**src/rtl/uart_rx_pkg.sv**
```systemverilog
// Shared types and helpers for the UART line receiver and its pin-side checkers.
// Holds the FSM state encoding, the frame-length encoding and the bit-count decode.
package uart_rx_pkg;

    localparam int UART_MAX_BITS = 8;

    typedef enum logic [2:0] {
        ST_IDLE,
        ST_START,
        ST_DATA,
        ST_PARITY,
        ST_STOP
    } rx_state_e;

    typedef enum logic [1:0] {
        BITS_5 = 2'b00,
        BITS_6 = 2'b01,
        BITS_7 = 2'b10,
        BITS_8 = 2'b11
    } cfg_bits_e;

    function automatic logic [3:0] bits_to_count(input logic [1:0] bits);
        logic [3:0] count;
        count = 4'd8;
        case (cfg_bits_e'(bits))
            BITS_5:  count = 4'd5;
            BITS_6:  count = 4'd6;
            BITS_7:  count = 4'd7;
            BITS_8:  count = 4'd8;
            default: count = 4'd8;
        endcase
        return count;
    endfunction

endpackage

```
**src/rtl/uart_sync_2ff.sv**
```systemverilog
// Two-flop synchronizer for idle-high asynchronous lines; every stage resets to 1
// so a line that idles high produces no spurious falling edge after reset.
module uart_sync_2ff #(
    parameter int WIDTH = 1
) (
    input  logic             i_clk,
    input  logic             i_rstn,
    input  logic [WIDTH-1:0] i_d,
    output logic [WIDTH-1:0] o_q
);

    genvar gi;
    generate
        for (gi = 0; gi < WIDTH; gi++) begin : g_bit
            logic r_meta;
            logic r_sync;

            always_ff @(posedge i_clk) begin
                if (!i_rstn) begin
                    r_meta <= 1'b1;
                    r_sync <= 1'b1;
                end else begin
                    r_meta <= i_d[gi];
                    r_sync <= r_meta;
                end
            end

            assign o_q[gi] = r_sync;
        end
    endgenerate

endmodule

```
**src/rtl/uart_serial_rx.sv**
```systemverilog
// UART line receiver: oversampled start/data/parity/stop decoding with a
// one-entry valid/ready output buffer and single-cycle error pulses.
module uart_serial_rx
    import uart_rx_pkg::*;
#(
    parameter int DIV_W = 16
) (
    input  logic             sys_clk_i,
    input  logic             rstn_i,
    input  logic             cfg_en_i,
    input  logic [DIV_W-1:0] cfg_div_i,
    input  logic [1:0]       cfg_bits_i,
    input  logic             cfg_parity_en_i,
    input  logic             cfg_stop_bits_i,
    input  logic             uart_line_i,
    output logic [7:0]       rx_data_o,
    output logic             rx_valid_o,
    input  logic             rx_ready_i,
    output logic             err_parity_o,
    output logic             err_frame_o,
    output logic             err_overflow_o,
    output logic             busy_o
);

    logic             w_line;
    logic             w_fall;
    logic             w_cnt_zero;
    logic             w_frame_bad;

    logic             r_line_prev;
    rx_state_e        r_state,     w_state_next;
    logic [DIV_W-1:0] r_cnt,       w_cnt_next;
    logic [DIV_W-1:0] r_div,       w_div_next;
    logic [3:0]       r_nbits,     w_nbits_next;
    logic             r_par_en,    w_par_en_next;
    logic             r_stop2,     w_stop2_next;
    logic [3:0]       r_bit_idx,   w_bit_idx_next;
    logic             r_stop_idx,  w_stop_idx_next;
    logic [UART_MAX_BITS-1:0] r_shift, w_shift_next;
    logic             r_par_err,   w_par_err_next;
    logic             r_frm_err,   w_frm_err_next;
    logic [7:0]       r_data,      w_data_next;
    logic             r_valid,     w_valid_next;
    logic             r_err_par,   w_err_par_next;
    logic             r_err_frm,   w_err_frm_next;
    logic             r_err_ovf,   w_err_ovf_next;

    uart_sync_2ff #(
        .WIDTH (1)
    ) u_line_sync (
        .i_clk  (sys_clk_i),
        .i_rstn (rstn_i),
        .i_d    (uart_line_i),
        .o_q    (w_line)
    );

    assign w_fall     = r_line_prev & ~w_line;
    assign w_cnt_zero = (r_cnt == '0);

    always_ff @(posedge sys_clk_i) begin
        if (!rstn_i) begin
            r_line_prev <= 1'b1;
            r_state     <= ST_IDLE;
            r_cnt       <= '0;
            r_div       <= '0;
            r_nbits     <= 4'd8;
            r_par_en    <= 1'b0;
            r_stop2     <= 1'b0;
            r_bit_idx   <= '0;
            r_stop_idx  <= 1'b0;
            r_shift     <= '0;
            r_par_err   <= 1'b0;
            r_frm_err   <= 1'b0;
            r_data      <= '0;
            r_valid     <= 1'b0;
            r_err_par   <= 1'b0;
            r_err_frm   <= 1'b0;
            r_err_ovf   <= 1'b0;
        end else begin
            r_line_prev <= w_line;
            r_state     <= w_state_next;
            r_cnt       <= w_cnt_next;
            r_div       <= w_div_next;
            r_nbits     <= w_nbits_next;
            r_par_en    <= w_par_en_next;
            r_stop2     <= w_stop2_next;
            r_bit_idx   <= w_bit_idx_next;
            r_stop_idx  <= w_stop_idx_next;
            r_shift     <= w_shift_next;
            r_par_err   <= w_par_err_next;
            r_frm_err   <= w_frm_err_next;
            r_data      <= w_data_next;
            r_valid     <= w_valid_next;
            r_err_par   <= w_err_par_next;
            r_err_frm   <= w_err_frm_next;
            r_err_ovf   <= w_err_ovf_next;
        end
    end

    always_comb begin
        w_state_next    = r_state;
        w_cnt_next      = r_cnt;
        w_div_next      = r_div;
        w_nbits_next    = r_nbits;
        w_par_en_next   = r_par_en;
        w_stop2_next    = r_stop2;
        w_bit_idx_next  = r_bit_idx;
        w_stop_idx_next = r_stop_idx;
        w_shift_next    = r_shift;
        w_par_err_next  = r_par_err;
        w_frm_err_next  = r_frm_err;
        w_data_next     = r_data;
        w_valid_next    = r_valid & ~rx_ready_i;
        w_err_par_next  = 1'b0;
        w_err_frm_next  = 1'b0;
        w_err_ovf_next  = 1'b0;
        w_frame_bad     = 1'b0;

        case (r_state)
            ST_IDLE: begin
                if (cfg_en_i && w_fall) begin
                    w_div_next      = cfg_div_i;
                    w_nbits_next    = bits_to_count(cfg_bits_i);
                    w_par_en_next   = cfg_parity_en_i;
                    w_stop2_next    = cfg_stop_bits_i;
                    w_cnt_next      = cfg_div_i >> 1;
                    w_bit_idx_next  = '0;
                    w_stop_idx_next = 1'b0;
                    w_shift_next    = '0;
                    w_par_err_next  = 1'b0;
                    w_frm_err_next  = 1'b0;
                    w_state_next    = ST_START;
                end
            end

            ST_START: begin
                if (!w_cnt_zero) begin
                    w_cnt_next = r_cnt - DIV_W'(1);
                end else if (w_line) begin
                    // Line already back high at mid-start: treat as a glitch.
                    w_state_next = ST_IDLE;
                end else begin
                    w_cnt_next   = r_div;
                    w_state_next = ST_DATA;
                end
            end

            ST_DATA: begin
                if (!w_cnt_zero) begin
                    w_cnt_next = r_cnt - DIV_W'(1);
                end else begin
                    w_shift_next[r_bit_idx[2:0]] = w_line;
                    w_cnt_next = r_div;
                    if (r_bit_idx == (r_nbits - 4'd1)) begin
                        w_state_next = r_par_en ? ST_PARITY : ST_STOP;
                    end else begin
                        w_bit_idx_next = r_bit_idx + 4'd1;
                    end
                end
            end

            ST_PARITY: begin
                if (!w_cnt_zero) begin
                    w_cnt_next = r_cnt - DIV_W'(1);
                end else begin
                    // Unused upper shift bits are zero, so a full-width XOR is exact.
                    w_par_err_next = (^r_shift) ^ w_line;
                    w_cnt_next     = r_div;
                    w_state_next   = ST_STOP;
                end
            end

            ST_STOP: begin
                if (!w_cnt_zero) begin
                    w_cnt_next = r_cnt - DIV_W'(1);
                end else begin
                    w_frame_bad = r_frm_err | ~w_line;
                    if (r_stop2 && !r_stop_idx) begin
                        w_stop_idx_next = 1'b1;
                        w_frm_err_next  = w_frame_bad;
                        w_cnt_next      = r_div;
                    end else begin
                        w_state_next = ST_IDLE;
                        if (w_frame_bad) begin
                            w_err_frm_next = 1'b1;
                        end else begin
                            w_err_par_next = r_par_err;
                            if (!r_valid || rx_ready_i) begin
                                w_data_next  = r_shift;
                                w_valid_next = 1'b1;
                            end else begin
                                w_err_ovf_next = 1'b1;
                            end
                        end
                    end
                end
            end

            default: begin
                w_state_next = ST_IDLE;
            end
        endcase

        // Disable aborts the frame silently but leaves the output buffer alone.
        if (!cfg_en_i) begin
            w_state_next   = ST_IDLE;
            w_cnt_next     = '0;
            w_shift_next   = '0;
            w_data_next    = r_data;
            w_valid_next   = r_valid & ~rx_ready_i;
            w_err_par_next = 1'b0;
            w_err_frm_next = 1'b0;
            w_err_ovf_next = 1'b0;
        end
    end

    assign rx_data_o      = r_data;
    assign rx_valid_o     = r_valid;
    assign err_parity_o   = r_err_par;
    assign err_frame_o    = r_err_frm;
    assign err_overflow_o = r_err_ovf;
    assign busy_o         = (r_state != ST_IDLE);

endmodule

```
**config.mk**
```make
export PLATFORM = sky130hd
export DESIGN_NAME = uart_serial_rx
export DESIGN_NICKNAME = d
export VERILOG_FILES = /design/src/rtl/uart_rx_pkg.sv /design/src/rtl/uart_sync_2ff.sv /design/src/rtl/uart_serial_rx.sv
export SDC_FILE = /design/constraint.sdc
export NUM_CORES = 1
export LEC_CHECK = 0
export BUFFER_PORTS_ARGS = -buffer_cell sky130_fd_sc_hd__buf_2
export CAP_MARGIN = 10
export CORE_MARGIN = 4
export CORE_UTILIZATION = 62
export DETAILED_ROUTE_END_ITERATION = 6
export MAX_ROUTING_LAYER = met4
export PLACE_DENSITY = 0.84
export SETUP_SLACK_MARGIN = 0.3
export SYNTH_ARGS = -nofsm -noshare
export SYNTH_HDL_FRONTEND = slang
export SYNTH_SLANG_ARGS = --single-unit
```
**constraint.sdc**
```tcl
create_clock -name sys_clk_i -period 3.3 [get_ports sys_clk_i]
set_input_delay 0.66 -clock sys_clk_i [delete_from_list [all_inputs] [get_ports sys_clk_i]]
set_output_delay 0.66 -clock sys_clk_i [all_outputs]
set_load 0.005 [all_outputs]
```
==> results.toml <==
[timing]
fin_crit_sh = 0.713
setup-tns-final_ps = 0
grt_setup_unrepaired = "no"
slew_viol_final = 0
setup_viol_count_final = 0
worstMarginPinSlew_ps = 739
fin_worst_skew_ps = 11.3
hold_viol_final = 0
slew-limit-headroom = 0.506
layout_min_cycle_time_ps = 2350
max_freq_ghz = 0.425

[pwr]
seqPwrFrac = 0.458
internal_power_w = 0.00144
p_sw_frac = 0.252
peakVddDrop_mv = 0.265
clkPwrFrac = 0.448
power_per_cell_area_nw_per_um2 = 456
power_frac_comb = 0.094
leakagePower_nw = 1.71
switchingPower_w = 0.000483

[yosys]
synthArstFlopShare = 0
ys_ff_latch = 71
synth.avg_cell_area_sq_um = 8.59
syn_inst = 441
ys_warn_count = 0
synth-main-ff-cell = "dfxtp_1"
yosys-top-cells-area = "dfxtp_1 38%, nand2_1 8.0%, mux2i_1 4.2%"
synth_edf_count = 0
yosysTopAreaCell = "dfxtp_1"
synth_area_sq_um = 3790
ys_seq_area_frac = 0.375
synthDistinctLibCells = 64
syn-num-nets = 473
yosysTopAreaCellShare = 0.375

[route]
finalWirelength_um = 9120
drcViolationCount = 0
dr.pass1.iters = 5
vias_per_cell = 6.15
wire_per_inst_um = 16.7
antenna_left = 0
vias = 3360
drt_first_iter_violations = 298

[worst_setup_path]
worst_setup_path_end_kind = "flop"
crit_chain = "nor4_4 > and3_1 > nand4b_2 > buf_4 > a21oi_1 > a311oi_1"
critPathArrivalTime_ps = 2550
critPathKind = "flop to flop"
start_kind = "flop"
slowest_stage = "and3_1"
crit_path_max_fanout = 12
crit_required_ps = 3500
critical-path-top-delay-family = "simple AND/OR/NAND/NOR gates"
max_stage_delay_ps = 480
critPathBufInv = 1

[grt]
grt_usage = 0.259
antenna_found_initial = 0
grt_max_degree = 28
grt_pass1_vias = 3065
overflow = 0
grt_pass1_wl_um = 15100

[floorplan]
num_rows = 28
start_util = 0.640
dieArea_sq_um = 7430
core_area_sq_um = 5920
chipWidth_um = 86.2
io-pin-count = 38
die_y_um = 86.2

[final_layout]
num_antenna_cells = 0
area_growth_pct = 11.1
fin_nets = 498
drive_above_1_share = 0.161
stdcell_count = 546

[cts]
post_cts_resized = 0
clock_latency_ps = 350
htreeDepth = 3
cts_tree = "done"
cts_buffers = 9
cts_hold_buffers = 0
cts.reportedPaths.clkPinSlew_ps = 80
numClockSinks = 71
post_cts_buffers = 0
cts_root_buf = "clkbuf_8"
cts.path.max_buffers = 2

[place]
dp_hpwl_um = 6180
place_inst = 530
gp_congestion = 0.887
io_buffers = 37

[job]
cap_violations = 0

[run_status]
outcome = "finished, final reports clean"

[min_path]
hp-class = "flop to flop"
kinds of logic (layout without fill, tap and decap cells):
family	Yosys count	count (layout)	synth area share
AOI/OAI and AO/OA	102	102	0.200
buffers and inverters	41	71	0.0508
adders and majority gates	7	7	0.0231
and+or+nand+nor	182	182	0.255
xor gates and xnor gates	22	22	0.0545
DFF	71	71	0.375
muxes	16	16	0.0423
synth_stat cells, types with 2 or more instances:
| master | number |
|---|---|
| nand2_1 | 81 |
| dfxtp_1 | 71 |
| a21boi_0 | 20 |
| a21oi_1 | 20 |
| clkbuf_1 | 18 |
| mux2i_1 | 16 |
| xnor2_1 | 16 |
| nand3_1 | 14 |
| nor2_1 | 14 |
| nor2b_1 | 13 |
| a311oi_1 | 12 |
| inv_1 | 12 |
| nor3_1 | 11 |
| o211ai_1 | 10 |
| o21ai_0 | 9 |
| ha_1 | 7 |
| nand2b_1 | 6 |
| o31ai_1 | 6 |
| or3_1 | 5 |
| xor2_1 | 5 |
| buf_2 | 4 |
| nand3b_1 | 4 |
| nand4_1 | 4 |
| nor3b_1 | 4 |
| and2_1 | 3 |
| buf_4 | 3 |
| buf_6 | 3 |
| nor4_1 | 3 |
| o32ai_1 | 3 |
| or2_2 | 3 |
| a311o_1 | 2 |
| a31o_2 | 2 |
| and3_1 | 2 |
| nor4_4 | 2 |
| nor4b_1 | 2 |
| o211a_1 | 2 |
| o41ai_1 | 2 |
final timing paths:
| kind | startpoint | endpoint | slack, ps | cells after the start |
|---|---|---|---|---|
| setup / recovery | r_cnt[12]$_SDFFE_PN0P_ | r_cnt[6]$_SDFFE_PN0P_ | 950 | 6 |
| hold / removal | u_line_sync.g_bit[0].r_meta$_SDFF_PN1_ | u_line_sync.o_q$_SDFF_PN1_ | 420 | 1 |
| setup reg to reg | r_cnt[12]$_SDFFE_PN0P_ | r_cnt[6]$_SDFFE_PN0P_ | 950 | 6 |
| hold reg to reg | u_line_sync.g_bit[0].r_meta$_SDFF_PN1_ | u_line_sync.o_q$_SDFF_PN1_ | 420 | 1 |
sequential cells by signal (all words and copies together) (netlist names), 3 cells and up:
signal / cells
r_nbits: 4
r_bit_idx: 4
r_shift: 8
r_state: 3
r_div: 16
r_cnt: 16
rx_data_o: 8
layer usage:
layer  global-route usage  part of all wire
met5                    -                 0
met2                0.393              0.46
met1                0.351              0.46
met4               0.0737             0.011
met3               0.0532             0.069
power by group through the flow:
stage	Clock, W	Sequential, W	Combinational [W]
2_1_floorplan	0	0.000894	0.000131
3_3_place_gp	0	0.000897	0.000174
3_5_place_dp	0	0.000897	0.000177
4_1_cts	0.000866	0.000877	0.000179
5_1_grt	0.000898	0.000879	0.000199
6_report	0.000859	0.000878	0.000181
worst reg2reg max path, cell delays in order, from the launching register on:
cell	delay (ps)
dfxtp_1	370
nor4_4	460
and3_1	480
nand4b_2	330
buf_4	300
a21oi_1	200
a311oi_1	70
layout make-up:
cell class / count / area (sq um)
clock inverters: 7 / 120
clock buffers: 9 / 124
repair buffers: 43 / 230
multi-input cells: 329 / 2180
fillers: 471 / 1710
flip-flops and latches: 71 / 1420
well taps: 75 / 93.8
inverters: 12 / 45.0
layout by cell type (no fill, tap or decap), types with 2 or more instances in the layout:
| master | instances |
|---|---|
| a31o_2 | 2 |
| o21ai_0 | 9 |
| nand3b_1 | 4 |
| dfxtp_1 | 71 |
| a311o_1 | 2 |
| a21boi_0 | 20 |
| or2_2 | 3 |
| mux2i_1 | 16 |
| o31ai_1 | 6 |
| inv_1 | 12 |
| nor2b_1 | 13 |
| o211ai_1 | 10 |
| o41ai_1 | 2 |
| nand2b_1 | 6 |
| o32ai_1 | 3 |
| bufinv_16 | 3 |
| nor4_4 | 2 |
| a311oi_1 | 12 |
| buf_2 | 37 |
| nor3b_1 | 4 |
| nor3_1 | 11 |
| clkbuf_8 | 9 |
| buf_4 | 6 |
| nand3_1 | 14 |
| nor2_1 | 14 |
| or3_1 | 5 |
| and3_1 | 2 |
| xor2_1 | 5 |
| nor4b_1 | 2 |
| o211a_1 | 2 |
| ha_1 | 7 |
| and2_1 | 3 |
| xnor2_1 | 16 |
| a21oi_1 | 20 |
| nand2_1 | 81 |
| nor4_1 | 3 |
| nand4_1 | 4 |
metrics by stage:
step                      hold WS [ps]  utilization  total power, W  setup slack [ps]  cell area (sq um)
after global routing               436        0.711         0.00198               815               4210
after CTS                          420        0.711         0.00192               969               4210
final                              417        0.711         0.00192               946               4210
after detailed placement           402        0.670         0.00107               764               3970
after global placement             400        0.670         0.00107               835               3970
after floorplan                    386            -         0.00103              1300               3790
No activity file was read; power rests on OpenSTA's default activity.
